$ cat config.mk
export PLATFORM = sky130hd
export DESIGN_NAME = serial_link_ctrl
export DESIGN_NICKNAME = d
export VERILOG_FILES = /design/src/rtl/serial_pkg.sv /design/src/rtl/rr_arbiter.sv /design/src/rtl/serial_link_ctrl.sv
export SDC_FILE = /design/constraint.sdc
export NUM_CORES = 1
export LEC_CHECK = 0
export BUFFER_PORTS_ARGS = -buffer_cell sky130_fd_sc_hd__buf_4
export CAP_MARGIN = 5
export CORE_ASPECT_RATIO = 0.75
export CORE_UTILIZATION = 42
export DETAILED_ROUTE_END_ITERATION = 8
export PLACE_DENSITY = 0.76
export SLEW_MARGIN = 20
export SYNTH_ARGS = -nofsm -noshare
export SYNTH_HDL_FRONTEND = slang
export SYNTH_SLANG_ARGS = --single-unit
$ cat constraint.sdc
create_clock -name clk -period 2.02 [get_ports clk]
set_input_delay 0.101 -clock clk [delete_from_list [all_inputs] [get_ports clk]]
set_output_delay 0.101 -clock clk [all_outputs]
set_load 0.1 [all_outputs]
$ cat src/rtl/serial_pkg.sv
`default_nettype none
// ============================================================================
// serial_pkg -- shared types and constants for the serial link controller
// Rev 1.0
// ============================================================================
package serial_pkg;

  localparam int BYTE_W         = 8;
  localparam int IDX_W          = 2;
  localparam int DEF_TIMEOUT    = 1_000_000;
  localparam int DEF_GAP_CYCLES = 16;

  typedef enum logic [1:0] {
    IDLE      = 2'd0,
    LOAD      = 2'd1,
    WAIT_DONE = 2'd2,
    GAP       = 2'd3
  } tx_state_e;

endpackage
`default_nettype wire

$ cat src/rtl/rr_arbiter.sv
`default_nettype none
// ============================================================================
// rr_arbiter -- combinational round-robin pick of the first request at or
// after the pointer. Rev 1.0
// ============================================================================
module rr_arbiter
  import serial_pkg::*;
#(
  parameter int NREQ = 2
) (
  input  logic [NREQ-1:0]  req_i,
  input  logic [IDX_W-1:0] ptr_i,
  output logic [NREQ-1:0]  grant_o,
  output logic [IDX_W-1:0] idx_o,
  output logic             valid_o
);

  logic [3:0]       w_req_ext;
  logic [IDX_W-1:0] w_cand;

  // Scan from the farthest offset down so the nearest request wins last.
  always_comb begin
    w_req_ext            = '0;
    w_req_ext[NREQ-1:0]  = req_i;
    w_cand               = '0;
    valid_o              = 1'b0;
    idx_o                = '0;
    for (int k = NREQ - 1; k >= 0; k--) begin
      w_cand = IDX_W'((int'(ptr_i) + k) % NREQ);
      if (w_req_ext[w_cand]) begin
        valid_o = 1'b1;
        idx_o   = w_cand;
      end
    end
    grant_o = '0;
    for (int i = 0; i < NREQ; i++) begin
      grant_o[i] = valid_o && (idx_o == IDX_W'(i));
    end
  end

endmodule
`default_nettype wire

$ cat src/rtl/serial_link_ctrl.sv
`default_nettype none
// ============================================================================
// serial_link_ctrl -- round-robin TX sequencer with watchdog and inter-char
// gap, plus a one-deep RX holding register with sticky overrun. Rev 1.0
// ============================================================================
module serial_link_ctrl
  import serial_pkg::*;
#(
  parameter int NREQ       = 2,
  parameter int TIMEOUT    = DEF_TIMEOUT,
  parameter int GAP_CYCLES = DEF_GAP_CYCLES
) (
  input  logic                   clk,
  input  logic                   reset,
  input  logic [NREQ-1:0]        req,
  input  logic [BYTE_W*NREQ-1:0] req_data,
  output logic [NREQ-1:0]        ack,
  output logic [NREQ-1:0]        err,
  output logic [BYTE_W-1:0]      tx_data,
  output logic                   tx_load,
  output logic                   tx_enable,
  input  logic                   char_sent,
  input  logic                   char_received,
  input  logic [BYTE_W-1:0]      rx_data,
  output logic [BYTE_W-1:0]      rx_byte,
  output logic                   rx_valid,
  input  logic                   rx_pop,
  output logic                   overrun,
  input  logic                   overrun_clr,
  output logic                   busy,
  output logic [IDX_W-1:0]       grant_id
);

  localparam int TO_W  = (TIMEOUT > 1) ? $clog2(TIMEOUT) : 1;
  localparam int GAP_W = (GAP_CYCLES > 0) ? $clog2(GAP_CYCLES + 1) : 1;
  localparam logic [TO_W-1:0]  TO_LAST  = TO_W'(TIMEOUT - 1);
  localparam logic [GAP_W-1:0] GAP_LAST = GAP_W'((GAP_CYCLES > 0) ? GAP_CYCLES - 1 : 0);

  tx_state_e          state_q, state_d;
  logic [IDX_W-1:0]   rr_q, rr_d, grant_q, grant_d;
  logic [BYTE_W-1:0]  txd_q, txd_d;
  logic [NREQ-1:0]    ack_q, ack_d, err_q, err_d;
  logic [TO_W-1:0]    to_cnt_q, to_cnt_d;
  logic [GAP_W-1:0]   gap_cnt_q, gap_cnt_d;
  logic [BYTE_W-1:0]  rx_byte_q, rx_byte_d;
  logic               rx_valid_q, rx_valid_d, overrun_q, overrun_d;

  logic [NREQ-1:0]    w_grant, w_gnt_onehot;
  logic [IDX_W-1:0]   w_gnt_idx, w_next_ptr;
  logic               w_any, w_ovr_set;
  logic [BYTE_W-1:0]  w_sel_data;

  rr_arbiter #(.NREQ(NREQ)) u_arb (
    .req_i   (req),
    .ptr_i   (rr_q),
    .grant_o (w_grant),
    .idx_o   (w_gnt_idx),
    .valid_o (w_any)
  );

  always_comb begin
    w_sel_data = '0;
    for (int i = 0; i < NREQ; i++) begin
      if (w_grant[i]) w_sel_data = req_data[i*BYTE_W +: BYTE_W];
      w_gnt_onehot[i] = (grant_q == IDX_W'(i));
    end
    w_next_ptr = (grant_q == IDX_W'(NREQ - 1)) ? '0 : grant_q + IDX_W'(1);
  end

  always_comb begin
    state_d   = state_q;
    rr_d      = rr_q;
    grant_d   = grant_q;
    txd_d     = txd_q;
    ack_d     = '0;
    err_d     = '0;
    to_cnt_d  = to_cnt_q;
    gap_cnt_d = gap_cnt_q;
    tx_load   = 1'b0;
    tx_enable = 1'b0;
    case (state_q)
      IDLE: begin
        if (w_any) begin
          grant_d = w_gnt_idx;
          txd_d   = w_sel_data;
          state_d = LOAD;
        end
      end
      LOAD: begin
        tx_load   = 1'b1;
        tx_enable = 1'b1;
        to_cnt_d  = '0;
        state_d   = WAIT_DONE;
      end
      WAIT_DONE: begin
        tx_enable = 1'b1;
        to_cnt_d  = to_cnt_q + TO_W'(1);
        // A completion on the watchdog's last cycle still counts as success.
        if (char_sent || (to_cnt_q == TO_LAST)) begin
          if (char_sent) ack_d = w_gnt_onehot;
          else           err_d = w_gnt_onehot;
          rr_d      = w_next_ptr;
          gap_cnt_d = '0;
          state_d   = GAP;
        end
      end
      GAP: begin
        if (gap_cnt_q == GAP_LAST) state_d   = IDLE;
        else                       gap_cnt_d = gap_cnt_q + GAP_W'(1);
      end
      default: state_d = IDLE;
    endcase
  end

  always_ff @(posedge clk or posedge reset) begin
    if (reset) begin
      state_q   <= IDLE;
      rr_q      <= '0;
      grant_q   <= '0;
      txd_q     <= '0;
      ack_q     <= '0;
      err_q     <= '0;
      to_cnt_q  <= '0;
      gap_cnt_q <= '0;
    end else begin
      state_q   <= state_d;
      rr_q      <= rr_d;
      grant_q   <= grant_d;
      txd_q     <= txd_d;
      ack_q     <= ack_d;
      err_q     <= err_d;
      to_cnt_q  <= to_cnt_d;
      gap_cnt_q <= gap_cnt_d;
    end
  end

  // First byte wins on overrun; a same-cycle pop frees the slot for the new byte.
  always_comb begin
    rx_byte_d  = rx_byte_q;
    rx_valid_d = rx_valid_q;
    overrun_d  = overrun_q;
    w_ovr_set  = char_received && rx_valid_q && !rx_pop;
    if (char_received && (!rx_valid_q || rx_pop)) begin
      rx_byte_d  = rx_data;
      rx_valid_d = 1'b1;
    end else if (rx_pop) begin
      rx_valid_d = 1'b0;
    end
    if (w_ovr_set && !(overrun_clr && !rx_valid_d)) overrun_d = 1'b1;
    else if (overrun_clr)                           overrun_d = 1'b0;
  end

  always_ff @(posedge clk or posedge reset) begin
    if (reset) begin
      rx_byte_q  <= '0;
      rx_valid_q <= 1'b0;
      overrun_q  <= 1'b0;
    end else begin
      rx_byte_q  <= rx_byte_d;
      rx_valid_q <= rx_valid_d;
      overrun_q  <= overrun_d;
    end
  end

  assign ack      = ack_q;
  assign err      = err_q;
  assign tx_data  = txd_q;
  assign busy     = (state_q != IDLE);
  assign grant_id = grant_q;
  assign rx_byte  = rx_byte_q;
  assign rx_valid = rx_valid_q;
  assign overrun  = overrun_q;

endmodule
`default_nettype wire
==> flow_summary.yaml, run 1 <==
setup_path:
  cp-start-kind: "flop"
  cp_slowest_cell: "or4_4"
  crit_type: "reg2reg"
  worst_ep_required_time_ns: 2.25
  worstPathMaxFanout: 4
  worst_setup_path_end_kind: "flop"
  path_cells: "ha_4 -> nand3_1 -> or4_4 -> or4_1 -> a21oi_1"
  cp.arrival_ns: 2.19
  critPathMaxStageDelay_ns: 0.52
global_routing:
  grt_max_degree: 28
  overflow: 0
  grt_pass1_wl_mm: 10.9
  grt_usage: 0.205
  antenna_found_initial: 0
  grt_pass1_vias: 2285
final_layout:
  multiInputGateArea_um2: 1360
  nets: 394
  drive_above_1_share: 0.320
  design_area_um2: 3550
  regArea_um2: 1280
  n_antenna_cell: 0
  finalNonFillerCells: 434
  nFillCells: 513
  final_core_util: 0.591
  area_growth_pct: 30.8
cts:
  clk_pin_slew_ns: 0.10
  numCtsBuffers: 5
  cts_num_sinks: 51
  cts_tree: "yes"
  htree_levels: 2
  cts_root_buf: "clkbuf_8"
  clock_latency_ns: 0.31
  clockBufferDepth: 2
sta:
  slew_violations: 0
  finalCriticalPeriod_ns: 1.97
  period_share: 0.973
  timing.fmax_ghz: 0.509
  setup_slack_ns: 0.0545
  tightest_slew_ns: 0.686
  hold_slack_ns: 0.0165
  setup_tns_ns: 0
  hold_violations: 0
  setup-violations-final: 0
  finClkSkew_ns: 0.0114
  slew_headroom: 0.540
place:
  portBuffers: 57
  placed_cell_area_um2: 3370
  dp_hpwl_mm: 4.95
  dp_slack_ns: 0.0707
  place.gp.congestion: 0.901
  dpl.cell_count: 420
floorplanning:
  rows: 24
  start_util: 0.452
  core_um2: 6010
  die_h_um: 71.6
  dieArea_um2: 6790
  io_pins: 59
  die_w_um: 94.8
route:
  wl_met2_mm: 3.06
  met3WireLength_um: 503
  wl_mm: 6.72
  num_vias: 2475
  firstDrtPassIters: 4
  via_per_inst: 5.70
  drc: 0
  drtAntennaViolNets: 0
  avgRoutedWirePerCell_um: 15.5
  top_layer: "met4"
  wl_met1_mm: 3.14
  drt_iter0_drc: 293
pwr:
  power_switching_mw: 2.62
  combPwrFrac: 0.597
  p_leak_nw: 1.62
  design_power_total_mw: 4.89
  power_density_nw_per_um2: 1380
  p_sw_frac: 0.536
  p_int_mw: 2.27
  clkPwrFrac: 0.123
  p_seq_frac: 0.280
  ir_drop_uv: 1160
yosys:
  synthArstFlopShare: 1.00
  netlist_area_um2: 2710
  synth-seq-cells: 51
  synth_edf_count: 0
  synth_cells: 276
  netlist-cell-type-count: 56
  seq_area_frac_synth: 0.470
  avgSynthCellArea_um2: 9.83
  ys.flop_type: "dfrtp_1"
  synth_nets: 315
  ys_warn_count: 0
flow_run:
  cap_violations: 0
hold_path:
  hold_class: "in2reg"
run_status:
  status: "finished clean"
path summary, 6_finish.rpt:
kind / from / endpoint / slack (ns) / depth (start not counted)
setup / recovery: to_cnt_q[1] / to_cnt_q[16] / 0.05 / 5
hold / removal: rx_data[6] / rx_byte[6] / 0.02 / 2
setup reg to reg: to_cnt_q[1] / to_cnt_q[16] / 0.05 / 5
hold reg to reg: tx_data[6] / tx_data[6] / 0.49 / 2
max in group asynchronous: reset / to_cnt_q[1] / 1.10 / 4
min in group asynchronous: reset / rx_valid / 0.39 / 3
logic make-up (layout without fill, tap and decap cells):
logic type,after synthesis,in the layout,share of synthesized area
AND/OR/NAND/NOR,103,103,0.216
XOR/XNOR,2,2,0.00646
AO/OA/AOI/OAI,73,73,0.179
adder cells (fa/ha/maj),7,7,0.0323
buffers and inverters,27,107,0.0461
flip-flops,51,51,0.470
other,1,1,0.00138
multiplexers,12,12,0.0480
power groups by stage:
stage	clock network, mW	logic [mW]	registers, mW
final	0.599	2.92	1.37
after global placement	0	2.82	1.38
after CTS	0.611	2.86	1.37
after floorplan	0	1.26	2.24
after global routing	0.654	3.11	1.40
after detailed placement	0	2.84	1.39
worst max-delay path: cells and delay by family (launching register included):
| family | cells | cell delay [ns] |
|---|---|---|
| and+or+nand+nor | 3 | 1.12 |
| DFF | 1 | 0.44 |
| adders and majority gates | 1 | 0.17 |
| AOI/OAI and AO/OA | 1 | 0.16 |
Yosys cell counts (all sizes together), types with 3 or more instances:
library cell / number / share of area
nand4: 9 / 0.021
nand3: 10 / 0.020
o41ai: 3 / 0.0097
o21ai: 22 / 0.041
buf: 6 / 0.017
or4: 5 / 0.015
and3: 10 / 0.024
o31ai: 6 / 0.017
ha: 7 / 0.032
nor3: 6 / 0.011
dfrtp: 51 / 0.47
a22oi: 7 / 0.019
a31oi: 7 / 0.016
nand2: 24 / 0.033
inv: 13 / 0.018
mux2: 8 / 0.033
nand2b: 6 / 0.014
or3: 4 / 0.0097
mux2i: 4 / 0.015
nor2: 10 / 0.014
clkbuf: 7 / 0.0097
and4: 3 / 0.0097
and2: 3 / 0.0069
nor2b: 5 / 0.012
a21oi: 8 / 0.015
registers in the layout (all words and copies together), names as in the netlist:
| name | flops |
|---|---|
| to_cnt_q | 20 |
| rx_byte | 8 |
| tx_data | 8 |
| gap_cnt_q | 5 |
| ack | 2 |
| err | 2 |
| state_q | 2 |
| grant_id | 1 |
| overrun | 1 |
| rr_q | 1 |
| rx_valid | 1 |
area by class of cell:
cell class	count	share of cell area
Clock buffer	5	0.0194
Clock inverter	3	0.00670
Inverter	14	0.0152
Multi-Input combinational cell	198	0.382
Sequential cell	51	0.360
Tap cell	78	0.0275
Timing Repair Buffer	85	0.190
routing by layer:
layer  vias up  track usage
li1       1195            -
met1      1183        0.316
met2        95        0.309
met3         2       0.0393
met4         0       0.0253
met5         -            0
timing repair:
item | 4_1_cts | 5_1_grt
gates resized for setup | 0 | 7
setup buffers | 0 | 2
hold buffers | 3 | 1
endpoints found under the hold margin | 26 | 1
endpoints found under the setup margin | 0 | 7
placed cells by master (no fill, tap or decap), drive strengths merged, types with 5 or more instances in the layout:
master   n
buf     81
dfrtp   51
nand2   24
o21ai   22
inv     14
nor2    10
nand3   10
and3    10
nand4    9
a21oi    8
mux2     8
a31oi    7
a22oi    7
ha       7
o31ai    6
nor3     6
nand2b   6
nor2b    5
clkbuf   5
or4      5
Note: power is estimated with default switching activity, not from simulation.
==> inputs of run 2 (changes only) <==
--- a/config.mk
+++ b/config.mk
@@ -10,7 +10,7 @@
 export CORE_ASPECT_RATIO = 0.75
 export CORE_UTILIZATION = 42
 export DETAILED_ROUTE_END_ITERATION = 8
-export PLACE_DENSITY = 0.76
+export PLACE_DENSITY = 0.67
 export SLEW_MARGIN = 20
 export SYNTH_ARGS = -nofsm -noshare
 export SYNTH_HDL_FRONTEND = slang
==> run 2 against run 1 <==
Compared with the run above:
- maximum frequency increased by 0.34%
- via count grew 2.4%
- final cell count rose by 0.46%
- core utilization up 0.19 points
- sequential power hardly changed
- global-route usage is 1.0 points higher
- critical path depth unchanged
- first-iteration DRC count shrank 51%
- critical path type unchanged
- critical endpoint unchanged
- largest cell class unchanged
- largest power group unchanged
==> flow_summary.yaml, run 2 (synthesis results as in run 1) <==
pwr:
  ir_drop_uv: 957
  power_density_nw_per_um2: 1380
  p_leak_nw: 1.63
  clkPwrFrac: 0.128
  p_int_mw: 2.26
  design_power_total_mw: 4.93
  combPwrFrac: 0.592
  p_seq_frac: 0.279
  power_switching_mw: 2.66
  p_sw_frac: 0.541
cts:
  numCtsBuffers: 5
  htree_levels: 2
  clk_pin_slew_ns: 0.10
  cts_tree: "yes"
  clock_latency_ns: 0.32
  clockBufferDepth: 2
  cts_num_sinks: 51
  cts_root_buf: "clkbuf_8"
global_routing:
  grt_pass1_wl_mm: 11.3
  overflow: 0
  grt_max_degree: 29
  grt_pass1_vias: 2333
  antenna_found_initial: 0
  grt_usage: 0.215
floorplanning:
  start_util: 0.452
  core_um2: 6010
  rows: 24
  dieArea_um2: 6790
  die_w_um: 94.8
  die_h_um: 71.6
  io_pins: 59
route:
  drt_iter0_drc: 144
  drtAntennaViolNets: 0
  avgRoutedWirePerCell_um: 16.0
  via_per_inst: 5.81
  firstDrtPassIters: 5
  wl_mm: 6.99
  num_vias: 2535
  drc: 0
sta:
  tightest_slew_ns: 0.706
  setup_slack_ns: 0.0612
  finClkSkew_ns: 0.00937
  slew_violations: 0
  hold_slack_ns: 0.00971
  hold_violations: 0
  slew_headroom: 0.526
  timing.fmax_ghz: 0.511
  setup_tns_ns: 0
  period_share: 0.970
  setup-violations-final: 0
  finalCriticalPeriod_ns: 1.96
final_layout:
  nets: 396
  largest_reg_flops: 20
  final_cell_mix: "buf_4, dfrtp_1, nand2_1"
  n_antenna_cell: 0
  finalNonFillerCells: 436
  area_growth_pct: 31.2
  final_core_util: 0.593
  nFillCells: 531
  regMostFlops: "to_cnt_q"
  drive_above_1_share: 0.332
  final_common_cell: "buf_4"
  regArea_um2: 1280
  design_area_um2: 3560
  multiInputGateArea_um2: 1360
hold_path:
  worstHoldEndpoint: "rx_byte[3]"
  min_from: "rx_data[3]"
  hold_class: "in2reg"
  whs_path_depth: 2
place:
  placed_cell_area_um2: 3370
  dp_slack_ns: 0.0501
  portBuffers: 57
  dpl.cell_count: 422
  dp_hpwl_mm: 5.20
  place.gp.congestion: 0.880
setup_path:
  reg2reg_from: "to_cnt_q[1]"
  cp.arrival_ns: 2.21
  worst_ep_required_time_ns: 2.27
  crit_type: "reg2reg"
  worstRegToRegCells: 5
  reg2reg_setup_slack_ns: 0.06
  cp-startpoint: "to_cnt_q[1]"
  cp-start-kind: "flop"
  worst_setup_path_end_kind: "flop"
  worstPathMaxFanout: 4
  worstReg2RegEnd: "to_cnt_q[16]"
run_status:
  status: "finished clean"
flow_run:
  cap_violations: 0
-- run 2: changes by cell type in the layout (fill, tap and decap cells not counted), sizes merged --
cell	delta
buf	+2
clkinvlp	-2
clkinv	+1
inv	+1
-- run 2: area by class of cell --
class                   count  share of cell area
multi-input cells         198               0.382
flip-flops and latches     51               0.359
repair buffers             87               0.190
well taps                  78              0.0274
clock buffers               5              0.0193
inverters                  14              0.0151
clock inverters             3             0.00738
-- run 2: repair_timing --
| action | 4_1_cts | 5_1_grt |
|---|---|---|
| setup buffers | 0 | 2 |
| resized for setup | 0 | 9 |
| hold buffers | 3 | 1 |
| hold endpoints to repair | 25 | 1 |
| endpoints found under the setup margin | 0 | 9 |
-- run 2: metal layers --
layer	global-route usage	vias up	routed length [um]
met2	0.327	98	3140
met3	0.0372	7	412
met4	0.0556	0	58
met5	0	-	0
li1	-	1195	-
met1	0.320	1235	3380
-- run 2: how the worst max path moves through the flow --
stage / slack, ns / depth (start not counted) / endpoint
2_1_floorplan: -0.07 / 6 / to_cnt_q[16]
3_3_place_gp: 0.12 / 5 / to_cnt_q[16]
3_5_place_dp: 0.05 / 7 / state_q[0]
4_1_cts: 0.03 / 7 / gap_cnt_q[2]
5_1_grt: -0.002 / 5 / to_cnt_q[16]
6_report: 0.06 / 5 / to_cnt_q[16]
-- run 2: critical path, cell delays in order, from the launching register on --
cell     delay [ns]
dfrtp_1        0.39
ha_1           0.21
nand3_1        0.14
or4_4          0.52
or4_1          0.48
a21oi_1        0.15
-- run 2: power by group through the flow --
stage	clock network, mW	logic [mW]	registers (mW)
floorplan	0	1.26	2.24
global placement	0	2.80	1.38
detailed placement	0	2.84	1.40
CTS	0.648	2.84	1.38
global route	0.681	3.08	1.40
finish	0.633	2.92	1.38
